`src/rtl/fp_norm_lshift.sv`:
```
// Iterative left-shift normalizer: shifts the mantissa one bit per clock toward
// the leading-one position, decrementing the exponent, with valid/ready handshakes.
module fp_norm_lshift #(
  parameter int nBit = 22,
  parameter int eBit = 7,
  parameter int cBit = 4
) (
  input  logic            iClk,
  input  logic            iRst,
  input  logic            iValid,
  output logic            oReady,
  input  logic            iSign,
  input  logic [eBit:0]   iExp,
  input  logic [nBit+1:0] iMant,
  output logic            oValid,
  input  logic            iReady,
  output logic            oSign,
  output logic [eBit:0]   oExp,
  output logic [nBit:0]   oMant,
  output logic [cBit:0]   oShift,
  output logic            oZero,
  output logic            oUnderflow
);

  typedef enum logic [1:0] {IDLE, SHIFT, DONE} state_t;

  state_t            state_q, state_d;
  logic              sign_q, sign_d;
  logic [eBit:0]     exp_q, exp_d;
  logic [nBit+1:0]   mant_q, mant_d;
  logic [cBit:0]     cnt_q, cnt_d;
  logic              zero_q, zero_d;
  logic              unf_q, unf_d;

  logic mant_is_zero, mant_norm, exp_floor;
  assign mant_is_zero = (mant_q == '0);
  assign mant_norm    = mant_q[nBit+1];
  // Stop shifting once exp reaches 1: one more step would leave no room for exp 0.
  assign exp_floor    = (exp_q <= (eBit+1)'(1));

  always_ff @(posedge iClk or posedge iRst) begin
    if (iRst) begin
      state_q <= IDLE;
      sign_q  <= 1'b0;
      exp_q   <= '0;
      mant_q  <= '0;
      cnt_q   <= '0;
      zero_q  <= 1'b0;
      unf_q   <= 1'b0;
    end else begin
      state_q <= state_d;
      sign_q  <= sign_d;
      exp_q   <= exp_d;
      mant_q  <= mant_d;
      cnt_q   <= cnt_d;
      zero_q  <= zero_d;
      unf_q   <= unf_d;
    end
  end

  always_comb begin
    state_d = state_q;
    case (state_q)
      IDLE:  if (iValid) state_d = SHIFT;
      SHIFT: if (mant_is_zero || mant_norm || exp_floor) state_d = DONE;
      DONE:  if (iReady) state_d = IDLE;
      default: state_d = IDLE;
    endcase
  end

  always_comb begin
    sign_d = sign_q;
    exp_d  = exp_q;
    mant_d = mant_q;
    cnt_d  = cnt_q;
    zero_d = zero_q;
    unf_d  = unf_q;
    case (state_q)
      IDLE: begin
        if (iValid) begin
          sign_d = iSign;
          exp_d  = iExp;
          mant_d = iMant;
          cnt_d  = '0;
          zero_d = 1'b0;
          unf_d  = 1'b0;
        end
      end
      SHIFT: begin
        if (mant_is_zero) begin
          exp_d  = '0;
          zero_d = 1'b1;
        end else if (mant_norm) begin
          exp_d  = exp_q;
        end else if (exp_floor) begin
          exp_d  = '0;
          unf_d  = 1'b1;
        end else begin
          mant_d = mant_q << 1;
          exp_d  = exp_q - (eBit+1)'(1);
          cnt_d  = cnt_q + (cBit+1)'(1);
        end
      end
      default: ;
    endcase
  end

  always_comb begin
    oReady     = (state_q == IDLE) && !iRst;
    oValid     = (state_q == DONE);
    oSign      = sign_q;
    oExp       = exp_q;
    oMant      = mant_q[nBit:0];
    oShift     = cnt_q;
    oZero      = zero_q;
    oUnderflow = unf_q;
  end

endmodule

```
`config.mk`:
```
export PLATFORM = sky130hd
export DESIGN_NAME = fp_norm_lshift
export DESIGN_NICKNAME = d
export VERILOG_FILES = /design/src/rtl/fp_norm_lshift.sv
export SDC_FILE = /design/constraint.sdc
export NUM_CORES = 1
export LEC_CHECK = 0
export ABC_AREA = 1
export CAP_MARGIN = 0
export CORE_MARGIN = 2
export CORE_UTILIZATION = 39
export DETAILED_ROUTE_END_ITERATION = 12
export GPL_TIMING_DRIVEN = 0
export PLACE_DENSITY = 0.79
export SLEW_MARGIN = 0
export SYNTH_ARGS = -nofsm -noshare
export SYNTH_HDL_FRONTEND = slang
export SYNTH_SLANG_ARGS = --single-unit
```
`constraint.sdc`:
```
create_clock -name iClk -period 1.5 [get_ports iClk]
set_input_delay 0.225 -clock iClk [delete_from_list [all_inputs] [get_ports iClk]]
set_output_delay 0.225 -clock iClk [all_outputs]
set_load 0.05 [all_outputs]
```
==> reports/metrics.yaml <==
outcome:
  status: "finished with violations"
  violations: "setup timing"
power_and_ir_drop:
  p_per_area_nw_per_um2: 2300
  vdd_drop_max_v: 0.00153
  p_leak_uw: 0.00207
setup_path:
  crit_end: "mant_q[18]$_DFFE_PP0P_"
  end_kind: "flop"
  cp-startpoint: "oExp[0]$_DFFE_PP0P_"
  cp-start-kind: "flop"
  r2r_cells: 10
  critPathKind: "flop to flop"
  cp_max_fo: 6
  cp.required_ns: 1.73
  reg2reg_to: "mant_q[18]$_DFFE_PP0P_"
  rr_startpoint: "oExp[0]$_DFFE_PP0P_"
  crit_arrival_ns: 1.82
  regToRegSetupSlack_ns: -0.08
routing:
  vias_per_cell: 4.86
  met1Wirelength_mm: 3.24
  ant_nets: 0
  post_drt_wl_per_cell_um: 13.1
  dr_wl_met2_mm: 3.84
  wl_mm: 7.63
  met3_length_um: 438
  firstDrtPassIters: 4
  drc: 0
  detail_route.iter0.violations: 145
  vias: 2832
  top_layer: "met4"
logic_synthesis:
  synthFlopType: "dfrtp_1"
  seq_area_frac_synth: 0.383
  synth_area_sq_um: 2750
  synth.most_common_cell: "nand2_1"
  synth_top_area_share: 0.383
  yosys_warnings: 0
  yosysTopAreaCell: "dfrtp_1"
  synth_edf_count: 0
  yosys-top-cells-count: "nand2_1, nand3_1, dfrtp_1"
  synth_area_leaders: "dfrtp_1, nand2_1, nand3_1, buf_4, nor2_1"
  syn_nets: 423
  syn_area_per_cell_sq_um: 7.17
  ys_seq_elements: 42
  syn_inst: 383
  ys_types: 28
  async_flop_share: 1.00
sta:
  hold_viol: 0
  period_needed_ns: 1.58
  skew_ns: 0.0104
  rsz0062_at_grt: "true"
  fmax_mhz: 631
  maxSlewViolCount: 0
  hold-worst-slack_ns: 0.464
  worst_pin_slew_ns: 0.907
  setup_slack_ns: -0.0845
  relSlewSlack: 0.394
  finalSetupViolCount: 37
  fin_crit_sh: 1.06
  fin_tns_setup_ns: -1.84
grt:
  track_usage: 0.202
  grt_max_degree: 43
  gr-total-overflow: 0
  grt_pass1_vias: 2722
  antenna_found_initial: 0
  grt_pass1_wl_mm: 12.4
place:
  place_congestion: 0.822
  hpwl_mm: 4.88
  port_buffers: 77
  dpl_cell_area_sq_um: 3660
  place_ws_ns: -0.323
cts:
  cts_buffers: 5
  h-tree-depth: 2
  cts_tree: "done"
  clockBufferDepth: 2
  cts_root_buffer: "clkbuf_8"
  clk-insertion-delay-late_ns: 0.30
  cts.sinks: 42
  cts.clk_slew.worst_paths_ns: 0.09
  holdBufCountCts: 0
finish:
  fin_util: 0.618
  synthToLayoutAreaGrowth_pct: 53.1
  fin_area_sq_um: 4200
  nNetsFinal: 526
  drive_gt1_frac: 0.366
  diodes: 0
floorplan:
  die-height_um: 87.9
  io-pin-count: 78
  dieArea_sq_um: 7730
  core-area_sq_um: 6790
  floorplan.initialDensity: 0.404
  die_w_um: 87.9
  row_count: 30
hold_path:
  hold_class: "input pin to flop"
flow_run:
  drv_cap: 0
area by class of cell:
class / instances / area [sq um]
plain buffers: 39 / 320
clock buffers: 8 / 80.1
fillers: 596 / 2590
inverters: 41 / 168
multi-input cells: 262 / 1540
flip-flops and latches: 42 / 1060
well taps: 96 / 120
repair buffers: 95 / 913
metrics by stage:
stage | power (uW) | instances
finish | 9660 | 583
global route | 10300 | 583
CTS | 9080 | 575
detailed placement | 7770 | 556
global placement | 7670 | 556
floorplan | 6250 | 383
sequential cells by signal, summed over array words and instances (netlist names):
register,cells
mant_q,24
oExp,8
oShift,5
state_q,2
oSign,1
oUnderflow,1
oZero,1
worst min-delay path by stage:
stage                 startpoint                     end  slack, ns  cells past startpoint
6_report                iMant[0]   mant_q[0]$_DFFE_PP0P_       0.46                      3
5_1_grt                 iMant[0]   mant_q[0]$_DFFE_PP0P_       0.46                      3
4_1_cts                    iSign       oSign$_DFFE_PP0P_       0.46                      3
3_5_place_dp   oSign$_DFFE_PP0P_       oSign$_DFFE_PP0P_       0.47                      2
3_3_place_gp   oSign$_DFFE_PP0P_       oSign$_DFFE_PP0P_       0.46                      2
2_1_floorplan             iReady  state_q[1]$_DFFE_PP0P_       0.32                      1
metal layers:
metal	vias up	track usage
li1	1395	-
met1	1333	0.259
met2	92	0.348
met3	12	0.0386
met4	0	0.0559
met5	-	0
timing repair:
item / 4_1_cts / 5_1_grt
endpoints found under the setup margin: 76 / 55
buffers inserted: 7 / 8
pin swaps: 49 / 34
resized for setup: 148 / 64
gates cloned: 4 / 1
cell usage in the layout, fill, tap and decap left out, types with 3 or more instances in the layout:
cell type / instances
a21oi_1: 11
a21oi_2: 7
buf_2: 5
buf_4: 37
buf_6: 9
buf_8: 6
clkbuf_1: 3
clkbuf_2: 13
clkbuf_8: 5
clkdlybuf4s15_2: 22
clkdlybuf4s50_1: 36
dfrtp_1: 35
dfrtp_2: 7
dlygate4sd2_1: 3
inv_1: 32
inv_2: 3
inv_4: 5
nand2_1: 102
nand2_2: 7
nand3_1: 36
nand3_2: 31
nand4_1: 4
nor2_1: 35
nor2_2: 3
nor2_4: 7
xor2_1: 5
kinds of logic after synthesis:
kind of cell | after synthesis | synth area share
buffers and inverters | 80 | 0.164
DFF | 42 | 0.383
xor gates and xnor gates | 6 | 0.0191
AOI/OAI and AO/OA | 21 | 0.0424
and+or+nand+nor | 231 | 0.378
adders and majority gates | 3 | 0.0137
worst max-delay path, cell delays in order, from the launching register on:
cell,delay (ns)
dfrtp_2,0.47
ha_4,0.18
o21ai_4,0.16
nor2_4,0.06
nor2_4,0.14
buf_12,0.15
buf_8,0.12
nand2_2,0.05
nand2_2,0.06
nand3_2,0.05
nand2_1,0.07
power breakdown:
group / internal (uW) / switching [uW] / total (uW)
combinational: 2600 / 4180 / 6780
clock: 332 / 403 / 735
sequential: 1590 / 564 / 2150
total: 4520 / 5140 / 9660
Power figures use the tool's default switching activity.
